===== config.mk =====
export PLATFORM = sky130hd
export DESIGN_NAME = icache_responder
export DESIGN_NICKNAME = d
export VERILOG_FILES = /design/src/rtl/icache_responder_pkg.sv /design/src/rtl/icache_responder_array.sv /design/src/rtl/icache_responder.sv
export SDC_FILE = /design/constraint.sdc
export NUM_CORES = 2
export LEC_CHECK = 0
export BUFFER_PORTS_ARGS = -buffer_cell sky130_fd_sc_hd__buf_2
export CAP_MARGIN = 20
export CORE_ASPECT_RATIO = 0.9
export CORE_MARGIN = 10
export CORE_UTILIZATION = 25
export CTS_CLUSTER_DIAMETER = 100
export DETAILED_ROUTE_END_ITERATION = 10
export PLACE_DENSITY = 0.36
export SLEW_MARGIN = 10
export SYNTH_ARGS = -nofsm -noshare
export SYNTH_HDL_FRONTEND = slang
export SYNTH_HIERARCHICAL = 1
export SYNTH_SLANG_ARGS = --single-unit

===== constraint.sdc =====
create_clock -name clk -period 101 [get_ports clk]
set_input_delay 5.05 -clock clk [delete_from_list [all_inputs] [get_ports clk]]
set_output_delay 5.05 -clock clk [all_outputs]
set_load 0.03 [all_outputs]

===== src/rtl/icache_responder_pkg.sv =====
// Shared types and geometry for the direct-mapped instruction cache.
package icache_types;

  localparam int unsigned S_OFFSET       = 5;
  localparam int unsigned S_INDEX        = 3;
  localparam int unsigned S_TAG          = 32 - S_OFFSET - S_INDEX;
  localparam int unsigned NUM_SETS       = 1 << S_INDEX;
  localparam int unsigned WORDS_PER_LINE = (1 << S_OFFSET) / 4;
  localparam int unsigned LINE_W         = 8 << S_OFFSET;

  typedef enum logic {S_IDLE, S_FETCH} icache_state_t;

  typedef logic [255:0]         line_t;
  typedef logic [S_TAG-1:0]     tag_t;
  typedef logic [S_INDEX-1:0]   idx_t;
  typedef logic [S_OFFSET-3:0]  word_sel_t;

  // Word w of a line lives at bits [32w+31:32w].
  function automatic logic [31:0] line_word(input line_t line, input word_sel_t w);
    return line[32*w +: 32];
  endfunction

endpackage


===== src/rtl/icache_responder_array.sv =====
// Valid/tag/data storage: one write port, combinational read by index.
module icache_array #(
  parameter int unsigned IDX_W  = 3,
  parameter int unsigned TAG_W  = 24,
  parameter int unsigned LINE_W = 256
) (
  input  logic              clk,
  input  logic              reset,
  input  logic              load,
  input  logic [IDX_W-1:0]  widx,
  input  logic [TAG_W-1:0]  wtag,
  input  logic [LINE_W-1:0] wline,
  input  logic [IDX_W-1:0]  ridx,
  output logic              rvalid,
  output logic [TAG_W-1:0]  rtag,
  output logic [LINE_W-1:0] rline
);

  localparam int unsigned SETS = 1 << IDX_W;

  logic [SETS-1:0]   valid;
  logic [TAG_W-1:0]  tags  [SETS];
  logic [LINE_W-1:0] lines [SETS];

  // Valid bits clear asynchronously; a refill marks its set valid.
  always_ff @(posedge clk or posedge reset) begin
    if (reset) begin
      valid <= '0;
    end else if (load) begin
      valid[widx] <= 1'b1;
    end
  end

  // Tag and data storage is never reset; valid gates its use.
  always_ff @(posedge clk) begin
    if (load) begin
      tags[widx]  <= wtag;
      lines[widx] <= wline;
    end
  end

  assign rvalid = valid[ridx];
  assign rtag   = tags[ridx];
  assign rline  = lines[ridx];

endmodule


===== src/rtl/icache_responder.sv =====
// Direct-mapped read-only instruction cache: same-cycle hits, single-line refill on miss.
module icache_responder
  import icache_types::*;
(
  input  logic         clk,
  input  logic         reset,
  input  logic         inst_read,
  input  logic [31:0]  inst_addr,
  output logic [31:0]  inst_rdata,
  output logic         inst_resp,
  output logic         pmem_read,
  output logic [31:0]  pmem_address,
  input  logic [255:0] pmem_rdata,
  input  logic         pmem_resp
);

  icache_state_t state, state_next;

  tag_t       req_tag;
  idx_t       req_idx;
  word_sel_t  req_word;
  logic [31:0] miss_addr;

  logic  hit;
  logic  miss_start;
  logic  load;
  logic  arr_valid;
  tag_t  arr_tag;
  line_t arr_line;
  logic  unused_addr_bits;

  assign req_tag          = inst_addr[31 -: S_TAG];
  assign req_idx          = inst_addr[S_OFFSET +: S_INDEX];
  assign req_word         = inst_addr[S_OFFSET-1:2];
  assign unused_addr_bits = ^inst_addr[1:0];

  icache_array #(
    .IDX_W  (S_INDEX),
    .TAG_W  (S_TAG),
    .LINE_W (LINE_W)
  ) u_array (
    .clk    (clk),
    .reset  (reset),
    .load   (load),
    .widx   (miss_addr[S_OFFSET +: S_INDEX]),
    .wtag   (miss_addr[31 -: S_TAG]),
    .wline  (pmem_rdata),
    .ridx   (req_idx),
    .rvalid (arr_valid),
    .rtag   (arr_tag),
    .rline  (arr_line)
  );

  assign hit = inst_read & arr_valid & (arr_tag == req_tag);

  // FSM state register.
  always_ff @(posedge clk or posedge reset) begin
    if (reset) begin
      state <= S_IDLE;
    end else begin
      state <= state_next;
    end
  end

  // Capture the line address of a miss; held stable for the whole fetch.
  always_ff @(posedge clk or posedge reset) begin
    if (reset) begin
      miss_addr <= '0;
    end else if (miss_start) begin
      miss_addr <= {req_tag, req_idx, {S_OFFSET{1'b0}}};
    end
  end

  // Next-state, hit response and memory handshake.
  always_comb begin
    state_next   = state;
    inst_resp    = 1'b0;
    inst_rdata   = '0;
    pmem_read    = 1'b0;
    pmem_address = '0;
    load         = 1'b0;
    miss_start   = 1'b0;
    case (state)
      S_IDLE: begin
        if (hit) begin
          inst_resp  = 1'b1;
          inst_rdata = line_word(arr_line, req_word);
        end else if (inst_read) begin
          miss_start = 1'b1;
          state_next = S_FETCH;
        end
      end
      S_FETCH: begin
        pmem_read    = 1'b1;
        pmem_address = miss_addr;
        if (pmem_resp) begin
          load       = 1'b1;
          state_next = S_IDLE;
        end
      end
      default: state_next = S_IDLE;
    endcase
  end

endmodule


==> results.md <==
- Syn_area_per_cell: 24.14 um2
- Required arrival time at the worst endpoint: between 90000 and 100000 ps
- VDD IR-drop max: 0.00001225 V
- Layout cells sized above 1: 39.47%
- Classification of the worst setup path: input pin to output pin
- Number of buffers between clock root and the deepest sink: 4
- Crit-path max FO: 95
- Effective utilization at floorplan: between 20 and 30%
- Count of synthesis-stage warnings from yosys: 6
- Most repeated cell in the gate-level netlist after synthesis: sky130_fd_sc_hd__edfxtp_1
- Arrival time at the worst endpoint: 11060 ps
- TritonCTS clock tree: built
- Worst skew pair latency: 860 ps
- Last weighted congestion value of the routability-driven placer: 0.6599
- Ratio of total power to cell area: 21.21 nW/um2
- Max Clock Freq: ~62 MHz
- Clock transition at path regs: 60 ps
- Total number of vias: 39.98k
- Result of the run: completed
- Core ar.: 350500 um2
- Fraction of post-synthesis cell area in the top cell type by area: 76.29%
- Via count of the first global-routing pass: 42.72k
- Destination of the critical timing path: inst_rdata[29]
- Cell types with the largest area share after synthesis: sky130_fd_sc_hd__edfxtp_1 (76%), sky130_fd_sc_hd__mux4_2 (16%), sky130_fd_sc_hd__mux2_2 (3.6%), sky130_fd_sc_hd__dfrtp_1 (1.0%), sky130_fd_sc_hd__clkbuf_1 (0.38%)
- Tot GR Track Use: 12.90%
- Dpl hpwl: between 100 and 150 mm
- DRC violation count after routing: 0
- Number of failing hold endpoints at the final stage: 0
- Register-to-register setup slack: 96010 ps
- Max Transition Viols Final: 0
- Count of flip-flops with a built-in enable after synthesis: 2240
- Leading register cell type out of synthesis: sky130_fd_sc_hd__edfxtp_1
- Cts-stage hold buffer count: 0
- Final setup TNS: 0 ps
- RR Startpoint: state
- Worst-case headroom to the max-slew limit: 23.63%
- CTS Root Buffer Type: sky130_fd_sc_hd__clkbuf_16
- Clock net sink count: ~2.3k
- Number of failing setup endpoints in the final timing report: 0
- Fin crit period: 16110 ps
- Final layout net count: 4463
- GRT overflow: 0
- Pin count of the biggest net entering global routing: 116
- Number of nets with antenna violations after detailed routing: 0
- Setup repair after global routing missed its margin: false
- Synth Register Bits: roughly 2.3k
- First-pass iteration count of the detailed router: 7
- Classification of the worst-slack hold path: flip-flop to flip-flop
- H-tree Lvls: 5
- Total of max-cap violations: 0
- Type of destination of the critical path: output pin
- Number of CTS-inserted buffers: between 200 and 300
- Cells on worst reg2reg path: 6
- DIE AREA: 376900 um2
- Total wire length: 249.2 mm
- Ports placed on the boundary: 358
- Setup Buffers After CTS: 0
- Most frequent cells after synthesis: sky130_fd_sc_hd__edfxtp_1 (2240), sky130_fd_sc_hd__mux4_2 (626), sky130_fd_sc_hd__mux2_2 (281)
- Wire length of the first global-routing pass: 349.0 mm
- Antenna violations before repair: 152
- Element type at the critical path start: input pin
- Average wire length per cell after detail routing: 27.45 um
- Syn-to-layout area delta: 18.45%
- Fin Clk Skew: about 55 ps
- Proportion of synthesized chip area in sequential cells: 77.31%
- Leakage power: ~33 nW
- Drt via density: 4.404
- Post-layout utilization of the core: 29.79%
- End of the worst register-to-register path: u_array/lines[2][29]
- Timing startpoint of the critical path: inst_addr[5]
- Die Wd: 646.0 um
- Post-CTS sizing: 0
- Share of synthesized flip-flops with an asynchronous set or reset: about 1.6%
- Gate Count Post-Synth: 3653
- Post-Syn Area: 88170 um2
- Share of the clock period used by the worst path: 15.95%
- Row cnt: 206
- 1st-iter DRT viols: 2533
- Port-buffer cells: 350
- Number of distinct library cells after synthesis: 36
- Leading area contributor after synthesis: sky130_fd_sc_hd__edfxtp_1
- Die extent in y: 583.4 um
- Actual slew at the worst max-slew pin: 1146 ps
==> worst min-delay path by stage <==
stage                  endpoint  slack, ps  cells past startpoint              from
2_1_floorplan  u_array/valid[4]        430                      2  u_array/valid[4]
3_3_place_gp   u_array/valid[4]        450                      2  u_array/valid[4]
3_5_place_dp   u_array/valid[5]        460                      1  u_array/valid[5]
4_1_cts        u_array/valid[5]        470                      1  u_array/valid[5]
5_1_grt        u_array/valid[3]        490                      1  u_array/valid[3]
6_report       u_array/valid[5]        470                      1  u_array/valid[5]
==> power by group <==
group          leakage (nW)  total (mW)  switching [mW]  internal, mW
clock                  4.22       0.960           0.392         0.567
combinational          7.87       0.154          0.0933        0.0602
sequential             20.6        1.10          0.0170          1.08
total                  32.7        2.21           0.502          1.71
==> per-layer routing <==
layer	up-vias	wire, um	global-route usage (%)
met4	62	6957	3.285
met1	21660	107500	16.83
met5	-	380	0
met3	559	11730	2.584
met2	935	122600	21.98
li1	16770	-	-
==> cell families after synthesis <==
group | share of synthesized area [%]
AND/OR/NAND/NOR | 0.7805
other | 0.004253
AO/OA/AOI/OAI | 0.5251
buffers and inverters | 1.196
XOR/XNOR | 0.2384
multiplexers | 19.94
flip-flops | 77.31
==> worst max-delay path, cell delays in order <==
cell and delay, ps:
sky130_fd_sc_hd__buf_8 450, sky130_fd_sc_hd__buf_12 630, sky130_fd_sc_hd__buf_4 790, sky130_fd_sc_hd__buf_12 600
sky130_fd_sc_hd__buf_12 550, sky130_fd_sc_hd__mux4_2 600, sky130_fd_sc_hd__mux2_2 330, sky130_fd_sc_hd__mux4_2 540
sky130_fd_sc_hd__mux2i_1 630, sky130_fd_sc_hd__nor2_1 90, sky130_fd_sc_hd__buf_2 210
==> metrics by stage <==
step	cell area, um2	power (mW)	setup slack, ps	cells	hold slack (ps)
after detailed placement	95700	1.284	84400	8572	455.6
after CTS	104400	2.260	84400	9063	468.8
after floorplan	88180	1.234	64600	3657	430.9
final	104400	2.215	84890	9079	465.4
after global routing	104400	2.304	84160	9065	485.1
after global placement	95700	1.282	84380	8572	448.7
==> cells in the final DEF, fill, tap and decap left out, types with 4 or more instances in the layout <==
cell	Yosys	final
sky130_fd_sc_hd__a221o_1	27	27
sky130_fd_sc_hd__and2_1	28	28
sky130_fd_sc_hd__buf_12	0	13
sky130_fd_sc_hd__buf_2	54	344
sky130_fd_sc_hd__buf_4	7	75
sky130_fd_sc_hd__bufinv_16	0	19
sky130_fd_sc_hd__clkbuf_1	90	67
sky130_fd_sc_hd__clkbuf_16	0	284
sky130_fd_sc_hd__clkinv_1	0	53
sky130_fd_sc_hd__clkinv_2	0	34
sky130_fd_sc_hd__clkinv_8	0	5
sky130_fd_sc_hd__clkinvlp_4	0	8
sky130_fd_sc_hd__conb_1	1	5
sky130_fd_sc_hd__dfrtp_1	36	36
sky130_fd_sc_hd__diode_2	0	16
sky130_fd_sc_hd__edfxtp_1	2240	2240
sky130_fd_sc_hd__inv_1	8	8
sky130_fd_sc_hd__inv_6	0	11
sky130_fd_sc_hd__mux2_2	281	281
sky130_fd_sc_hd__mux2i_1	32	32
sky130_fd_sc_hd__mux4_2	626	626
sky130_fd_sc_hd__nand2_1	57	57
sky130_fd_sc_hd__nand4_1	4	4
sky130_fd_sc_hd__nor2_1	34	33
sky130_fd_sc_hd__o21ai_0	27	27
sky130_fd_sc_hd__xnor2_1	15	15
sky130_fd_sc_hd__xor2_1	9	9
==> layout make-up <==
class,instances,area (um2)
Antenna cell,16,40.04
Clock buffer,353,7386
Clock inverter,138,1305
Fill cell,34140,246100
Inverter,8,30.03
Multi-Input combinational cell,1171,19030
Sequential cell,2276,68170
Tap cell,4680,5856
Timing Repair Buffer,437,2615
==> state kept, by name, summed over array words and instances, names as in the netlist <==
name and count:
miss_addr 27, u_array/lines 2048, u_array/valid 8, state 1
u_array/tags 192
No activity file was read; power rests on OpenSTA's default activity.
